File: src/rtl/uart_rx_frame.sv
// UART frame receiver: 2-flop input synchroniser, 3-sample majority bit decision, optional parity and stop checks.
// Latency: start tick 0 to result pulse = (1+DATA_WIDTH+PAR_EN)*OVERSAMPLE + OVERSAMPLE/2 + 2 cycles (plus 2 sync cycles).
// Backpressure: none; result pulses are single-cycle and RX_DATA holds the last good byte.
module uart_rx_frame #(
    parameter int DATA_WIDTH = 8,
    parameter int OVERSAMPLE = 8
) (
    input  logic                  CLK,
    input  logic                  RST,
    input  logic                  RX_IN,
    input  logic                  PAR_EN,
    input  logic                  PAR_TYP,
    output logic [DATA_WIDTH-1:0] RX_DATA,
    output logic                  DATA_VALID,
    output logic                  PAR_ERR,
    output logic                  STP_ERR
);

    localparam int TW = $clog2(OVERSAMPLE);
    localparam int CW = $clog2(DATA_WIDTH + 1);
    localparam int H  = OVERSAMPLE / 2;

    localparam logic [TW-1:0] TICK_S0   = TW'(H - 1);
    localparam logic [TW-1:0] TICK_S1   = TW'(H);
    localparam logic [TW-1:0] TICK_DEC  = TW'(H + 1);
    localparam logic [TW-1:0] TICK_LAST = TW'(OVERSAMPLE - 1);
    localparam logic [CW-1:0] BITS_ALL  = CW'(DATA_WIDTH);

    typedef enum logic [2:0] {
        S_IDLE,
        S_START,
        S_DATA,
        S_PARITY,
        S_STOP,
        S_WAIT_HIGH
    } state_t;

    state_t                r_state;
    state_t                w_nstate;
    logic [1:0]            r_sync;
    logic [TW-1:0]         r_tick;
    logic [1:0]            r_smp;
    logic [DATA_WIDTH-1:0] r_shift;
    logic [CW-1:0]         r_bitcnt;
    logic                  r_pen;
    logic                  r_ptyp;
    logic                  r_perr;

    logic w_rxs;
    logic w_bit;
    logic w_dec;
    logic w_last;
    logic w_par_exp;
    logic w_dv;
    logic w_pe;
    logic w_se;

    assign w_rxs     = r_sync[1];
    // Majority of the two stored samples and the live sample at the decision tick.
    assign w_bit     = (r_smp[0] & r_smp[1]) | (r_smp[0] & w_rxs) | (r_smp[1] & w_rxs);
    assign w_dec     = (r_tick == TICK_DEC);
    assign w_last    = (r_tick == TICK_LAST);
    assign w_par_exp = r_ptyp ? ~^r_shift : ^r_shift;

    // Two-flop synchroniser; loads idle-high so reset release never looks like a start edge.
    always_ff @(posedge CLK or negedge RST) begin
        if (!RST) r_sync <= 2'b11;
        else      r_sync <= {r_sync[0], RX_IN};
    end

    // State register.
    always_ff @(posedge CLK or negedge RST) begin
        if (!RST) r_state <= S_IDLE;
        else      r_state <= w_nstate;
    end

    // Next-state decode and result-pulse generation.
    always_comb begin
        w_nstate = r_state;
        w_dv     = 1'b0;
        w_pe     = 1'b0;
        w_se     = 1'b0;
        case (r_state)
            S_IDLE: begin
                if (!w_rxs) w_nstate = S_START;
            end
            S_START: begin
                // A start bit that votes high is a line glitch; a low vote stays to the end of the bit.
                if (w_dec && w_bit)  w_nstate = S_IDLE;
                else if (w_last)     w_nstate = S_DATA;
            end
            S_DATA: begin
                if (w_last && (r_bitcnt == BITS_ALL)) w_nstate = r_pen ? S_PARITY : S_STOP;
            end
            S_PARITY: begin
                if (w_last) w_nstate = S_STOP;
            end
            S_STOP: begin
                if (w_dec) begin
                    if (w_bit) begin
                        // Leave mid stop bit so a back-to-back start edge is caught on time.
                        w_nstate = S_IDLE;
                        w_dv     = ~r_perr;
                        w_pe     = r_perr;
                    end else begin
                        w_nstate = S_WAIT_HIGH;
                        w_se     = 1'b1;
                        w_pe     = r_perr;
                    end
                end
            end
            S_WAIT_HIGH: begin
                if (w_rxs) w_nstate = S_IDLE;
            end
            default: w_nstate = S_IDLE;
        endcase
    end

    // Bit-period tick: the cycle IDLE first sees a low line is tick 0, so START begins at tick 1.
    always_ff @(posedge CLK or negedge RST) begin
        if (!RST)                  r_tick <= '0;
        else if (r_state == S_IDLE) r_tick <= w_rxs ? '0 : TW'(1);
        else                       r_tick <= r_tick + 1'b1;
    end

    // Capture the two early samples of each bit for the majority vote.
    always_ff @(posedge CLK or negedge RST) begin
        if (!RST) begin
            r_smp <= 2'b11;
        end else begin
            if (r_tick == TICK_S0) r_smp[0] <= w_rxs;
            if (r_tick == TICK_S1) r_smp[1] <= w_rxs;
        end
    end

    // Frame datapath: config latch at start exit, LSB-first shift, parity verdict.
    always_ff @(posedge CLK or negedge RST) begin
        if (!RST) begin
            r_shift  <= '0;
            r_bitcnt <= '0;
            r_pen    <= 1'b0;
            r_ptyp   <= 1'b0;
            r_perr   <= 1'b0;
        end else begin
            if ((r_state == S_START) && w_last) begin
                r_pen    <= PAR_EN;
                r_ptyp   <= PAR_TYP;
                r_perr   <= 1'b0;
                r_bitcnt <= '0;
            end
            if ((r_state == S_DATA) && w_dec) begin
                r_shift  <= {w_bit, r_shift[DATA_WIDTH-1:1]};
                r_bitcnt <= r_bitcnt + 1'b1;
            end
            if ((r_state == S_PARITY) && w_dec) begin
                r_perr <= (w_bit != w_par_exp);
            end
        end
    end

    // Registered result outputs; RX_DATA only moves on a clean frame.
    always_ff @(posedge CLK or negedge RST) begin
        if (!RST) begin
            RX_DATA    <= '0;
            DATA_VALID <= 1'b0;
            PAR_ERR    <= 1'b0;
            STP_ERR    <= 1'b0;
        end else begin
            DATA_VALID <= w_dv;
            PAR_ERR    <= w_pe;
            STP_ERR    <= w_se;
            if (w_dv) RX_DATA <= r_shift;
        end
    end

endmodule
File: config.mk
export PLATFORM = sky130hd
export DESIGN_NAME = uart_rx_frame
export DESIGN_NICKNAME = d
export VERILOG_FILES = /design/src/rtl/uart_rx_frame.sv
export SDC_FILE = /design/constraint.sdc
export NUM_CORES = 1
export LEC_CHECK = 0
export ABC_AREA = 1
export BUFFER_PORTS_ARGS = -buffer_cell sky130_fd_sc_hd__buf_4
export CAP_MARGIN = 20
export CORE_MARGIN = 1
export CORE_UTILIZATION = 53
export DETAILED_ROUTE_END_ITERATION = 8
export PLACE_DENSITY_LB_ADDON = 0.05
export RECOVER_POWER = 100
export SLEW_MARGIN = 40
export SYNTH_ARGS = -nofsm -noshare
export SYNTH_HDL_FRONTEND = slang
export SYNTH_SLANG_ARGS = --single-unit
File: constraint.sdc
create_clock -name CLK -period 1.5 [get_ports CLK]
set_clock_uncertainty 0.1 [all_clocks]
set_input_delay 0.15 -clock CLK [delete_from_list [all_inputs] [get_ports CLK]]
set_output_delay 0.15 -clock CLK [all_outputs]
set_load 0.01 [all_outputs]
======== Word-level counts from Yosys, hierarchy flattened ========
Index checks and enable logic that the tools add are counted.
storage, ports and cells
  output and inout port bits .............. 11
  register bits after elaboration ......... 36
operators by class
  eq/ne operators ......................... 17
  $add $sub $neg .......................... 2
  bitwise logic cells ..................... 6
  reduce and logical (&&, ||, !) cells .... 11
  multiplexer cells ....................... 25
operators by type and width
  kind                 number
  $mux 3               10
  $pmux 3 s6           1
  $eq 3x3->1 const B   5
  $mux 1               12
  $ne 2x2->1 const B   5
  $eq 3x2->1 const B   3
  $mux 4               2
  $reduce_xnor 8->1    1
  $reduce_xor 8->1     1
  $reduce_and 6->1     1
  $logic_and 1x1->1    5
  $add 4x1->4 const B  1
  $eq 4x4->1 const B   1
  $reduce_bool 2->1    2
  $add 3x1->3 const B  1
  $and 1x1->1          3
  $eq 3x1->1 const B   1
  $logic_not 3->1      1
  $ne 3x3->1 const B   1
  $or 1x1->1           2
  $ne 1x1->1           1
  $not 1->1            1

======== Longest topological paths before layout ========
  word-level depth ........................ 6
  depth in mapped cells ................... 11
  mapped depth without buffers ............ 11

======== Worst setup path before layout ========
OpenSTA, ideal clock, no wires.
  kind .................................... register to register
  from .................................... register r_tick[0]
  to ...................................... register r_state[1]
  required time ........................... 1.283 ns
  buffers on the path ..................... 0
  path slack .............................. 0.036 ns
  stages on the path, launching flop included .. 10
  arrival time ............................ 1.247 ns
  path through ............................ dfrtp_1 -> ha_1 -> nand2_2 -> clkinv_2 -> nand3_4 -> nand3_1 -> nand2_1 -> nand2_1 -> nand3_1 -> nand2_1
on the way
  word-level cells in the longest chain between the ends .. 4
ends and longest elaborated chain
  element                                                          line    text
  from (decl)                                                      41      logic [TW-1:0] r_tick;
  from (signal assigned)                                           122     else if (r_state == S_IDLE) r_tick <= w_rxs ? '0 : TW'(1);
  from (signal assigned)                                           123     else r_tick <= r_tick + 1'b1;
  $eq 3x3->1 (on tied branches)                                    61, 62
  $logic_and 1x1->1 (on tied branches)                             89, 93
  $ne 3x3->1 (no source line), or another cell as far along        n/a
  $reduce_and 6->1 (no source line) or $pmux 3 s6 (tied branches)  n/a
  to (signal assigned)                                             74      else r_state <= w_nstate;
  to (decl)                                                        38      state_t r_state;
Several ways; a longest one is shown, not always the timed one.
A chain may end at the register's enable or synchronous reset.

======== Final worst setup path ========
  from .................................... register r_tick[1]
  to ...................................... register r_state[0]
The elaborated chain is that of the path after synthesis.

==> flow_summary.ini <==
[worst_setup_path]
cp_slowest_stage_delay_ps = 400
crit_family = simple AND/OR/NAND/NOR gates
worstPathRequired_ps = 1640
critPathBufInv = 2
cells_along_the_critical_path = inv_2, ha_4, nand2_2, inv_4, nand3_4, nand3_2, nand2_2, nand2_2, nand2_2, nand2_1, nand2_1
rr_endpoint = r_state[0]
wp_data_arrival_ps = 1670
cp_slowest_cell = dfrtp_1
critPathLaunchType = flop
worstSetupEndpointType = flop
worstSetupStartpoint = r_tick[1]
r2r_setup_slack_ps = -30
crit_top_cell = nand2_2
setup.worst_path.class = reg -> reg
worstPathMaxFanout = 4
r2r-start = r_tick[1]
reg2regPathDepth = 11

[finish]
finalInstanceArea_mm2 = 0.00229
insertedDiodeCount = 0
layout.cells.most_common_list = nand2_1 (64), dfrtp_1 (30), buf_4 (28)
final_net_count = 270
drive_gt1_share_pct = 34.4
areaGrowthSynthToFinish_pct = 24.1
most_frequent_standard_cell_in_the_layout_excluding_fill_and_tap_cells = nand2_1

[power_and_ir_drop]
power_switching_mw = 1.33
worst_ir_drop_vdd_v = 0.000967
proportion_of_power_drawn_by_the_clock_network_pct = 16.0
seq_power_share_pct = 40.4
pwr_density_cell_mw_per_mm2 = 1470
cell_int_power_mw = 2.05
combPwrFrac_pct = 43.6
report.power.total_mw = 3.38
total_leakage_power_nw = 1.12
power.switching_fraction_pct = 39.4

[floorplanning]
die_area_mm2 = 0.00372
fp.coreArea_mm2 = 0.00334
start_util_pct = 55.3
floorplan.die.height_um = 61.0
top_level_ports = 16
die_x_um = 61.0
placementRows = 21

[synthesis]
total_standard_cell_area_after_synthesis_mm2 = 0.00185
netlist.area_leader.share_pct = 43.4
yosys-top-cells-area = dfrtp_1 (43%), nand2_1 (14%), dfstp_2 (5.7%), inv_1 (5.1%), ha_1 (4.7%)
post_synth_num_cell_types = 29
share_of_flip_flops_with_an_asynchronous_set_or_reset_pct = 100
yosys.area.top_type = dfrtp_1
number_of_synthesized_flops_with_an_enable_pin = 0
syn-num-nets = 229
yosys_most_used_dff = dfrtp_1
ys_seq_area_share_pct = 49.1
postSynthAreaPerCell_um2 = 8.51
synth_seq_cells = 36
gate_count_post_synth = 217
yosysWarningCount = 0

[status]
outcome = complete, but fails checks
violated_checks = setup timing

[timing]
max_slew_margin_pct = 41.9
max_clock_freq_mhz = 656
final_critical_path_setup_slack_ps = -25.5
post-route-period-util_pct = 102
final_hold_violation_count = 0
final-setup-viol-count = 4
timing_max_transition_violations_final = 0
worst_pin_slew_ps = 872
unrepaired_setup_endpoints_after_global_routing = yes
period_needed_ps = 1530

[drt]
routed-via-count = 1539
detail_route.vias_per_cell = 5.05
drt_wl_total_um = 3680
detailedRoute.firstPassIterationCount = 4
routed_wire_length_per_instance_um = 12.1
remaining_drc_errors = 0
antenna_violating_nets_post_route = 0
detail_route.iter0.violations = 84

[global_route]
grt_pass1_vias = 1436
grt.total_usage_pct = 21.2
grt_max_degree = 37
grt_first_pass_wirelength_um = 5650
grt_antenna_before_repair = 0
gr-total-overflow = 0

[placed_design]
io_buf_count = 15
place.gp.congestion = 0.881
place_hpwl_um = 2560
placement.cell_area_mm2 = 0.00204

[worst_hold_path]
min_delay_path_depth = 0
worstHoldStart = r_sync[0]
whs_endpoint = r_sync[1]
timing.hold.worst.class = reg -> reg

[clock_network]
htree_levels = 2
cts_max_path_buffers = 2
clk_root_buffer_cell = clkbuf_4
tritoncts_num_sinks = 36
tritoncts = built
worst_setup_hold_path_clk_slew_ps = 100
clock_insertion_delay_worst_skew_ps = 340
cts_inserted_buffers = 5

[job]
maxCapViolCount = 0
-- cell type report --
cell class	count	area (um2)
Sequential cell	36	908
Timing Repair Buffer	37	274
Clock buffer	8	58.8
Fill cell	268	1050
Tap cell	46	57.6
Multi-Input combinational cell	149	876
Inverter	29	116
-- cells by family (layout without fill, tap and decap cells) --
kind of cell / after synthesis / in the layout / share of synthesized area [%]
compound gates: 28 / 28 / 9.62
xor+xnor: 2 / 2 / 0.949
fa+ha+maj: 7 / 7 / 4.74
buf+inv: 32 / 74 / 7.59
flops: 36 / 36 / 49.1
mux: 1 / 1 / 0.610
simple gates: 111 / 111 / 27.4
-- cells in the mapped netlist, types with 2 or more instances --
cell type / instances
inv_2: 3
a21oi_1: 4
o21ai_2: 8
inv_1: 25
dfrtp_1: 32
nand2_1: 69
ha_1: 7
o211ai_1: 2
dfstp_2: 4
nor2_2: 3
nand3_1: 15
nor2_1: 11
nand2_2: 7
o21ai_1: 11
buf_6: 2
-- per-layer routing --
layer	vias up	track usage (%)	part of all wire [%]
met4	0	11.4	2.2
met1	732	20.6	40
met2	34	39.6	54
li1	765	-	-
met5	-	0	0
met3	8	6.93	3.8
-- power by group through the flow --
stage	Clock (mW)	Sequential [mW]	Combinational, mW
after floorplan	0	1.33	0.894
after global placement	0	1.34	1.13
after detailed placement	0	1.36	1.20
after CTS	0.558	1.34	1.23
after global routing	0.608	1.39	1.66
final	0.539	1.37	1.47
-- per-stage QoR --
step | hold slack [ps] | std cells | setup WS (ps) | TNS, ps | util (%)
finish | 261 | 305 | -25.5 | -85.1 | 68.7
global route | 264 | 305 | -96.3 | -879 | 68.7
detailed placement | 29.7 | 282 | -93.4 | -559 | 61.1
floorplan | -246 | 217 | 36.0 | 0 | -
CTS | 203 | 295 | -47.0 | -199 | 64.7
global placement | 24.0 | 282 | -11.4 | -23.2 | 61.1
-- flip-flops by register name, summed over array words and instances, names as in the netlist --
name        cells
r_perr          1
r_sync          2
r_smp           2
RX_DATA         8
DATA_VALID      1
r_ptyp          1
r_state         3
r_tick          3
r_bitcnt        4
r_pen           1
PAR_ERR         1
r_shift         8
STP_ERR         1
-- worst max-delay path by stage --
stage,to,slack [ps],cells after the start
after CTS,r_state[0],-50,10
after floorplan,r_state[1],40,9
after detailed placement,r_state[0],-90,10
final,r_state[0],-30,11
after global placement,r_state[1],-10,9
after global routing,r_state[0],-100,11
-- repair_timing --
item	CTS	global route
setup endpoints to repair	12	26
pin swaps	1	7
endpoints found under the hold margin	39	0
resized for setup	4	25
setup buffers	1	10
hold buffers	4	0
Note: power is estimated with default switching activity, not from simulation.
